### src/rtl/ace_snoop_pkg.sv
// rtl/ace_snoop_pkg.sv - ACE snoop field encodings and initiator FSM state codes
package ace_snoop_pkg;

  localparam int RESP_DATA_TRANSFER = 0;
  localparam int RESP_ERROR         = 1;
  localparam int RESP_PASS_DIRTY    = 2;
  localparam int RESP_IS_SHARED     = 3;
  localparam int RESP_WAS_UNIQUE    = 4;

  localparam logic [3:0] SNOOP_READ_ONCE     = 4'b0000;
  localparam logic [3:0] SNOOP_READ_SHARED   = 4'b0001;
  localparam logic [3:0] SNOOP_READ_UNIQUE   = 4'b0111;
  localparam logic [3:0] SNOOP_CLEAN_INVALID = 4'b1001;
  localparam logic [3:0] SNOOP_MAKE_INVALID  = 4'b1101;

  localparam logic [2:0] ST_IDLE = 3'd0;
  localparam logic [2:0] ST_AC   = 3'd1;
  localparam logic [2:0] ST_CR   = 3'd2;
  localparam logic [2:0] ST_CD   = 3'd3;
  localparam logic [2:0] ST_DONE = 3'd4;

endpackage

### src/rtl/cd_line_collector.sv
// rtl/cd_line_collector.sv - assembles CD beats into a cache line and flags framing errors
module cd_line_collector #(
  parameter int DATA_W = 128,
  parameter int BEATS  = 4
) (
  input  logic                    clk_i,
  input  logic                    rst_ni,
  input  logic                    clear_i,
  input  logic                    s_tready_i,
  input  logic                    s_tvalid_i,
  input  logic [DATA_W-1:0]       s_tdata_i,
  input  logic                    s_tlast_i,
  output logic                    last_o,
  output logic [DATA_W*BEATS-1:0] line_o,
  output logic                    frame_err_o
);

  localparam int BW = (BEATS > 1) ? $clog2(BEATS) : 1;
  localparam logic [BW-1:0] LAST_BEAT = BW'(BEATS - 1);
  localparam logic [BW-1:0] ONE       = BW'(1);

  logic [BW-1:0]           beat_q;
  logic                    full_q;
  logic [DATA_W*BEATS-1:0] line_q;
  logic                    err_q;
  logic                    hs;

  assign hs          = s_tvalid_i & s_tready_i;
  assign last_o      = hs & s_tlast_i;
  assign line_o      = line_q;
  assign frame_err_o = err_q;

  // full_q separates "last slot written" from "beat beyond the line", since beat_q saturates
  always_ff @(posedge clk_i or negedge rst_ni) begin
    if (!rst_ni) begin
      beat_q <= '0;
      full_q <= 1'b0;
      line_q <= '0;
      err_q  <= 1'b0;
    end else if (clear_i) begin
      beat_q <= '0;
      full_q <= 1'b0;
      line_q <= '0;
      err_q  <= 1'b0;
    end else if (hs) begin
      if (!full_q) begin
        line_q[beat_q*DATA_W +: DATA_W] <= s_tdata_i;
        if (beat_q == LAST_BEAT) full_q <= 1'b1;
        else                     beat_q <= beat_q + ONE;
      end else begin
        err_q <= 1'b1;
      end
      if (s_tlast_i && (beat_q != LAST_BEAT)) err_q <= 1'b1;
    end
  end

endmodule

### src/rtl/ace_snoop_initiator.sv
// rtl/ace_snoop_initiator.sv - single-outstanding ACE snoop initiator (AC issue, CR capture, CD line)
module ace_snoop_initiator
  import ace_snoop_pkg::*;
#(
  parameter int C_S_AXI_DATA_WIDTH = 32,
  parameter int C_ACE_DATA_WIDTH   = 128,
  parameter int C_ACE_ADDR_WIDTH   = 44,
  parameter int CD_BEATS           = 4
) (
  input  logic                               ace_aclk,
  input  logic                               ace_aresetn,
  input  logic                               i_start,
  input  logic [C_ACE_ADDR_WIDTH-1:0]        i_addr,
  input  logic [3:0]                         i_snoop,
  input  logic [2:0]                         i_prot,
  input  logic [C_S_AXI_DATA_WIDTH-1:0]      i_timeout_reg,
  output logic                               o_acvalid,
  output logic [C_ACE_ADDR_WIDTH-1:0]        o_acaddr,
  output logic [3:0]                         o_acsnoop,
  output logic [2:0]                         o_acprot,
  input  logic                               i_acready,
  input  logic                               i_crvalid,
  input  logic [4:0]                         i_crresp,
  output logic                               o_crready,
  input  logic                               i_cdvalid,
  input  logic [C_ACE_DATA_WIDTH-1:0]        i_cddata,
  input  logic                               i_cdlast,
  output logic                               o_cdready,
  output logic                               o_busy,
  output logic                               o_done,
  output logic [4:0]                         o_resp,
  output logic [C_ACE_DATA_WIDTH*CD_BEATS-1:0] o_cache_line,
  output logic [1:0]                         o_error,
  output logic [2:0]                         o_state
);

  localparam logic [C_S_AXI_DATA_WIDTH-1:0] CNT_ONE = C_S_AXI_DATA_WIDTH'(1);

  logic [2:0]                      state_q, state_d;
  logic [C_S_AXI_DATA_WIDTH-1:0]   cnt_q, cnt_inc;
  logic [C_ACE_ADDR_WIDTH-1:0]     addr_q;
  logic [3:0]                      snoop_q;
  logic [2:0]                      prot_q;
  logic [4:0]                      resp_q;
  logic                            to_err_q;
  logic                            start_acc, in_wait, wait_hs, timeout_hit;
  logic                            cd_active, cd_last, cd_err;

  assign start_acc = (state_q == ST_IDLE) & i_start;
  assign cd_active = (state_q == ST_CD);
  assign in_wait   = (state_q == ST_CR) | cd_active;
  assign wait_hs   = ((state_q == ST_CR) & i_crvalid) | (cd_active & i_cdvalid);
  assign cnt_inc   = cnt_q + CNT_ONE;
  // Compare the value the counter is about to take, so a limit of N leaves the state N cycles after entry
  assign timeout_hit = in_wait & (|i_timeout_reg) & (cnt_inc == i_timeout_reg) & ~wait_hs;

  always_comb begin
    state_d = state_q;
    case (state_q)
      ST_IDLE: if (i_start) state_d = ST_AC;
      ST_AC:   if (i_acready) state_d = ST_CR;
      ST_CR: begin
        if (i_crvalid)        state_d = i_crresp[RESP_DATA_TRANSFER] ? ST_CD : ST_DONE;
        else if (timeout_hit) state_d = ST_DONE;
      end
      ST_CD:   if (cd_last || timeout_hit) state_d = ST_DONE;
      ST_DONE: state_d = ST_IDLE;
      default: state_d = ST_IDLE;
    endcase
  end

  always_ff @(posedge ace_aclk or negedge ace_aresetn) begin
    if (!ace_aresetn) begin
      state_q  <= ST_IDLE;
      cnt_q    <= '0;
      addr_q   <= '0;
      snoop_q  <= '0;
      prot_q   <= '0;
      resp_q   <= '0;
      to_err_q <= 1'b0;
    end else begin
      state_q <= state_d;
      cnt_q   <= (!in_wait || state_d != state_q) ? '0 : cnt_inc;
      if (start_acc) begin
        addr_q   <= i_addr;
        snoop_q  <= i_snoop;
        prot_q   <= i_prot;
        resp_q   <= '0;
        to_err_q <= 1'b0;
      end
      if (state_q == ST_CR && i_crvalid) resp_q <= i_crresp;
      if (timeout_hit) to_err_q <= 1'b1;
    end
  end

  cd_line_collector #(
    .DATA_W (C_ACE_DATA_WIDTH),
    .BEATS  (CD_BEATS)
  ) u_cd (
    .clk_i       (ace_aclk),
    .rst_ni      (ace_aresetn),
    .clear_i     (start_acc),
    .s_tready_i  (cd_active),
    .s_tvalid_i  (i_cdvalid),
    .s_tdata_i   (i_cddata),
    .s_tlast_i   (i_cdlast),
    .last_o      (cd_last),
    .line_o      (o_cache_line),
    .frame_err_o (cd_err)
  );

  assign o_acvalid = (state_q == ST_AC);
  assign o_acaddr  = addr_q;
  assign o_acsnoop = snoop_q;
  assign o_acprot  = prot_q;
  assign o_crready = (state_q == ST_CR);
  assign o_cdready = cd_active;
  assign o_busy    = (state_q != ST_IDLE);
  assign o_done    = (state_q == ST_DONE);
  assign o_resp    = resp_q;
  assign o_error   = {cd_err, to_err_q};
  assign o_state   = state_q;

endmodule

### config.mk
export PLATFORM = sky130hd
export DESIGN_NAME = ace_snoop_initiator
export DESIGN_NICKNAME = d
export VERILOG_FILES = /design/src/rtl/ace_snoop_pkg.sv /design/src/rtl/cd_line_collector.sv /design/src/rtl/ace_snoop_initiator.sv
export SDC_FILE = /design/constraint.sdc
export NUM_CORES = 1
export LEC_CHECK = 0
export ABC_CLOCK_PERIOD_IN_PS = 3000
export CORE_AREA = 3 3 313 315
export CTS_CLUSTER_SIZE = 20
export DETAILED_ROUTE_END_ITERATION = 6
export DIE_AREA = 0 0 316 318
export GPL_TIMING_DRIVEN = 0
export SLEW_MARGIN = 30
export SYNTH_ARGS = -nofsm -noshare
export SYNTH_HDL_FRONTEND = slang
export SYNTH_HIERARCHICAL = 1
export SYNTH_SLANG_ARGS = --single-unit
### constraint.sdc
create_clock -name ace_aclk -period 3 [get_ports ace_aclk]
set_clock_uncertainty 0.2 [all_clocks]
set_input_delay 0.9 -clock ace_aclk [delete_from_list [all_inputs] [get_ports ace_aclk]]
set_output_delay 0.9 -clock ace_aclk [all_outputs]
set_load 0.03 [all_outputs]
# --- After elaboration in Yosys (flattened, before gate mapping) ---
# Index checks and enable logic that the tools add are counted.
op_classes:
  eq_ne: 10
  add_sub_neg: 3
  n_shift: 2
  n_reduce_logical: 15
  muxes: 28
  bitwise: 10
ops:
  columns: ["operator", "n"]
  rows:
  - ["$mux 512", 3]
  - ["$bwmux 512", 1]
  - ["$shift 128x34->512 const A", 1]
  - ["$shiftx 128x34->512", 1]
  - ["$neg 9->34", 1]
  - ["$add 32x1->32 const B", 1]
  - ["$eq 32x32->1", 1]
  - ["$mux 32", 1]
  - ["$reduce_or 32->1", 1]
  - ["$mux 3", 6]
  - ["$pmux 3 s4", 1]
  - ["$mux 1", 10]
  - ["$mux 5", 2]
  - ["$mux 2", 4]
  - ["$and 1x1->1", 7]
  - ["$eq 3x2->1 const B", 2]
  - ["$ne 2x2->1 const B", 3]
  - ["$reduce_bool 2->1", 3]
  - ["$reduce_bool 3->1", 2]
  - ["$reduce_and 2->1", 2]
  - ["$eq 3x1->1 const B", 1]
  - ["$eq 3x3->1 const B", 1]
  - ["$logic_not 3->1", 1]
  - ["$ne 3x3->1", 1]
  - ["8 further kinds", 11]
totals:
  ff_bits: 608
  inputBits: 223
  out_inout_bits: 578
  wordCells: 79

# --- Longest topological paths before layout ---
logic_depth:
  ltp_word: 11
  ltp_mapped: 12
  mapped_depth_nobuf: 10

# --- Cells and area by module ---
# Netlist, hierarchy kept.
modules_own_cells:
  columns: ["mod", "area_per_inst_um2", "seq_area_each_um2", "cells_per_inst", "instances"]
  rows:
  - ["cd_line_collector", 22858.2, 12912.4, 1870, 1]
  - ["ace_snoop_initiator", 4849.7, 2302.2, 437, 1]

# --- Least setup slack after synthesis ---
# Ideal clock, no wire load.
synth_path:
  path_type: "register -> register"
  startpoint: "register state_q[0] (netlist: o_state[0])"
  endpoint: "register u_cd.line_q[308] (netlist: u_cd/line_o[308])"
  t_arrival_ns: 3.080
  setup_slack_ns: -0.400
  required_ns: 2.680
  path_buffers: 5
  period_less_slack_ns: 3.400
  path_stages_with_launch: 10
  setup_time_ns: 0.120
  path_cell_list: "dfrtp_1 clkbuf_1 or3_1 nor2_1 clkbuf_1 buf_2 buf_2 buf_1 nor3b_1 a31o_2"
synth_via:
  elab_chain_cells: 4
  word_cells_on_any_way: 8
  cone_classes: "eq/ne: 2; mux: 1; bitwise: 2; reduce/logical: 3"
synth_rtl:
  columns: ["item", "line_no", "rtl"]
  rows:
  - ["start, declared", "ace_snoop_initiator.sv:39", "logic [2:0] state_q, state_d;"]
  - ["start signal, assigned", "ace_snoop_initiator.sv:82", "state_q <= state_d;"]
  - ["$logic_not 3->1 *", "ace_snoop_initiator.sv:49", "assign start_acc = (state_q == ST_IDLE) & i_start;"]
  - ["$and 1x1->1 *", "ace_snoop_initiator.sv:49", null]
  - ["named net start_acc", "ace_snoop_initiator.sv:46", "logic start_acc, in_wait, wait_hs, timeout_hit;"]
  - ["$ne 2x2->1 (no line) or $reduce_bool 2->1 (tied branches)", null, null]
  - ["$reduce_and 2->1 (no line)", null, null]
  - ["end signal, assigned by index", "cd_line_collector.sv:47", "line_q[beat_q*DATA_W +: DATA_W] <= s_tdata_i;"]
  - ["end, declared", "cd_line_collector.sv:24", "logic [DATA_W*BEATS-1:0] line_q;"]
# The timed path passes the listed nets; every way through them passes the cells marked *.
# A chain may end at the register's enable or synchronous reset.

# --- Final worst setup path ---
layout_path:
  startpoint: "register cnt_q[1]"
  endpoint: "register cnt_q[12]"
layout_via:
  elab_chain_cells: 10
  word_cells_on_any_way: 12
  cone_classes: "add/sub: 1; eq/ne: 2; mux: 5; bitwise: 2; reduce/logical: 2"
layout_rtl:
  columns: ["item", "line_no", "rtl"]
  rows:
  - ["start, declared", "ace_snoop_initiator.sv:40", "logic [C_S_AXI_DATA_WIDTH-1:0] cnt_q, cnt_inc;"]
  - ["start signal, assigned", "ace_snoop_initiator.sv:83", "cnt_q <= (!in_wait || state_d != state_q) ? '0 : cnt_inc;"]
  - ["$add 32x1->32 *", "ace_snoop_initiator.sv:53", "assign cnt_inc = cnt_q + CNT_ONE;"]
  - ["$eq 32x32->1", "ace_snoop_initiator.sv:55", "assign timeout_hit = in_wait & (|i_timeout_reg) & (cnt_inc == i_timeout_reg) & ~wait_hs;"]
  - ["$and 1x1->1 (2 in series)", "ace_snoop_initiator.sv:55", null]
  - ["$mux 3 or $logic_or 1x1->1 (tied branches)", "ace_snoop_initiator.sv:64, ace_snoop_initiator.sv:66", null]
  - ["$mux 3 (on tied branches)", "ace_snoop_initiator.sv:63, ace_snoop_initiator.sv:66", null]
  - ["$pmux 3 s4", "ace_snoop_initiator.sv:59", "case (state_q)"]
  - ["$ne 3x3->1", "ace_snoop_initiator.sv:83", null]
  - ["$logic_or 1x1->1", "ace_snoop_initiator.sv:83", null]
  - ["$mux 32 *", "ace_snoop_initiator.sv:83", null]
# Every way passes the cells marked *; elsewhere a longest branch is shown, timed or not.

==> flow_summary_export.csv <==
group,metric,value,unit
grt,overflow,0,
worst_setup_path,crit_family,"simple AND/OR/NAND/NOR gates",
sta,final.period_utilization,105,%
worst_setup_path,crit_top_cell,"buf_6",
routing,avgViaCountPerCell,4.83,
sta,worst_slew_pin_slew,898,ps
synthesis,mappedNetlistNets,2537,
routing,antenna_left,0,
worst_setup_path,cp-end-kind,"register",
cells_and_area,drive_above_1_share,17.8,%
placement,finalWeightedCongestion,0.870,
sta,layout_min_cycle_time,3150,ps
synthesis,netlist.top_cell.by_area,"dfrtp_1",
routing,drcViolationCount,0,
worst_setup_path,critPathKind,"reg2reg",
synthesis,yosysSeqAreaShare,54.9,%
sta,hold_ws,286,ps
grt,track_usage,22.2,%
sta,slew-limit-headroom,39.6,%
synthesis,synth_flop_cell,"dfrtp_1",
power_and_ir_drop,power.ir.vdd_worst,0.000571,V
synthesis,postSynthRegisterBits,608,
power_and_ir_drop,leakagePower,20.2,nW
sta,grt_setup_unrepaired,"true",
placement,detailed_place_hpwl,85.2,mm
worst_setup_path,crit_reg_reg_endpoint,"cnt_q[12]$_DFF_PN0_",
clocking,clock_sinks,608,
worst_setup_path,arrival,3470,ps
synthesis,asyncSetResetFlopFracSynth,100,%
cells_and_area,final_nets,3466,
clocking,cts.reportedPaths.clkPinSlew,60,ps
die,i_o_pins,801,
cells_and_area,syn_to_final_growth,48.3,%
grt,first_pass_grt_wire_length,164,mm
die,dieWidth,316,um
clocking,tritoncts,"done",
routing,drt_wl_total,115,mm
synthesis,synth.cell_area,27700,um^2
cells_and_area,layout.cells.most_common,"clkdlybuf4s50_1",
worst_setup_path,timing.critical_path.from_type,"register",
sta,finalWorstSetupSlack,-150,ps
grt,grt_antenna_before_repair,17,
synthesis,synth_edf_count,0,
placement,numPortBuffers,800,
grt,grt_pass1_vias,22700,
cells_and_area,layout.cells.most_common_list,"clkdlybuf4s50_1, dfrtp_1, and3_1",
clocking,cts-buffers-inserted,75,
routing,vias,22100,
routing,post_drt_wl_per_cell,25.0,um
hold_path,min-delay-start,"u_cd/line_o[450]$_DFFE_PN0P_",
synthesis,synth.area.top_cells,"dfrtp_1, mux2_1, and3_1",
worst_setup_path,r2r.worst_path.cells,13,
synthesis,synth_cells,2307,
hold_path,min_to,"u_cd/line_o[450]$_DFFE_PN0P_",
synthesis,yosysTopAreaCellShare,54.9,%
routing,detailedRoute.firstPassIterationCount,7,
job,maximum_capacitance_violations,0,
die,core_region_area,95200,um^2
synthesis,synth_area_per_cell,12.0,um^2
worst_setup_path,reg2reg_from,"cnt_q[1]$_DFF_PN0_",
synthesis,synth.lib_cells_used.distinct,69,
synthesis,synthesis.yosys.warnings,6,
worst_setup_path,worst_ep_required_time,3320,ps
worst_setup_path,worst_path_largest_cell_delay,360,ps
worst_setup_path,timing.critical_path.cells,"buf_4 -> and4_1 -> buf_6 -> nand4_1 -> nor3_2 -> xor2_1 -> o2111ai_2 -> nor4_2 -> nand4_2 -> o2111ai_4 -> buf_6 -> buf_8 -> nor2_1",
sta,finalSetupViolCount,34,
clocking,clk_latency,640,ps
power_and_ir_drop,design_power_total,32.5,mW
power_and_ir_drop,cellPowerDensity,791,nW/um^2
die,die-height,318,um
routing,initialDrtViolationCount,1342,
die,fp.dieArea,100000,um^2
hold_path,hp-class,"reg2reg",
grt,pin_count_of_the_biggest_net_entering_global_routing,77,
outcome,violations_in_the_final_reports,"setup timing",
worst_setup_path,timing.critical_path.slowest_stage_cell,"dfrtp_1",
die,rows,113,
worst_setup_path,critPathMaxFanout,6,
worst_setup_path,worst-r2r-setup-slack,-150,ps
die,starting_density_of_the_core,29.1,%
sta,max_frequency,0.317,GHz
sta,timing.final.hold_violations,0,
outcome,outcome,"complete, but fails checks",
hold_path,whs_path_depth,1,
sta,count_of_pins_over_their_slew_limit,0,
clocking,clock-root-buffer,"clkbuf_16",
worst_setup_path,number_of_buffer_and_inverter_stages_on_the_critical_path,4,
sta,totalNegativeSetupSlack,-4280,ps
clocking,cts_max_level,3,
clocking,clock_tree.buffer_depth,3,
-- cell usage after synthesis (all sizes together) (2+ instances only) --
cell,number
dfrtp,608
mux2,309
and3,265
nand2,146
inv,143
nor3b,134
mux2i,130
a31o,128
buf,112
clkbuf,76
nor2,44
xnor2,33
nand3,24
nor4,18
nand4,16
nor3,13
xor2,13
a21oi,11
nor2b,9
ha,7
o21ai,7
a22o,5
and4,5
and2,4
nand3b,3
o2111ai,3
o211ai,3
o221ai,3
xnor3,3
a221oi,2
a31oi,2
and3b,2
nand2b,2
nor4b,2
o31ai,2
or2,2
or4,2
-- through the flow --
step / worst slack [ps] / cells / area (um^2) / util, %
after global placement: -28860 / 4372 / 37300 / 39.2
final: -150 / 4574 / 41100 / 43.2
after detailed placement: -1500 / 4383 / 37600 / 39.5
after floorplan: 2.82 / 2307 / 27700 / -
after global routing: -351 / 4565 / 41100 / 43.2
after CTS: -106 / 4546 / 40800 / 42.9
-- layer usage --
layer	up-vias	wire, um	global-route usage [%]
met4	4	2980	6.05
met2	667	55200	36.7
met1	11300	47900	28.2
met3	152	8500	6.71
met5	-	21	0
li1	10000	-	-
-- report_power, final --
| part | internal (mW) | total, mW | switching (mW) |
|---|---|---|---|
| clock network | 5.70 | 9.50 | 3.80 |
| logic | 4.95 | 13.0 | 8.08 |
| registers | 9.36 | 9.97 | 0.613 |
-- cells by family after synthesis --
logic type	after synthesis	synth area share, %
adders and majority gates	7	0.316
and+or+nand+nor	695	14.8
AOI/OAI and AO/OA	177	5.35
xor gates and xnor gates	50	1.78
DFF	608	54.9
buffers and inverters	331	5.55
muxes	439	17.3
-- area by class of cell --
type	instances	area (um^2)
Inverter	143	537
Fill cell	8926	54100
Clock inverter	33	395
Multi-Input combinational cell	1368	11300
Timing Repair Buffer	853	8700
Antenna cell	11	27.5
Buffer	187	1140
Tap cell	1265	1580
Sequential cell	608	15200
Clock buffer	106	2180
-- worst max-delay path by stage --
stage	startpoint	endpoint	slack (ps)	cells after the start
final	cnt_q[1]$_DFF_PN0_	cnt_q[12]$_DFF_PN0_	-150	13
after global placement	ace_aresetn	u_cd/line_o[65]$_DFFE_PN0P_	-28860	1
after floorplan	i_timeout_reg[20]	cnt_q[10]$_DFF_PN0_	3	9
after detailed placement	i_start	u_cd/line_o[361]$_DFFE_PN0P_	-1500	9
after CTS	cnt_q[1]$_DFF_PN0_	cnt_q[12]$_DFF_PN0_	-110	13
after global routing	cnt_q[1]$_DFF_PN0_	cnt_q[7]$_DFF_PN0_	-350	13
-- timing repair --
action	4_1_cts	5_1_grt
pin swaps	18	16
gates resized for setup	134	56
setup endpoints to repair	563	175
hold buffers	1	0
cloned	3	0
endpoints found under the hold margin	53	0
setup buffers	20	18
-- state kept, by name, indices dropped and copies added, names as in the netlist --
signal / flops
u_cd/beat_q: 2
u_cd/line_o: 512
cnt_q: 32
o_resp: 5
u_cd/full_q: 1
o_state: 3
u_cd/frame_err_o: 1
o_acsnoop: 4
o_acprot: 3
to_err_q: 1
o_acaddr: 44
(Power assumes the default switching activity.)
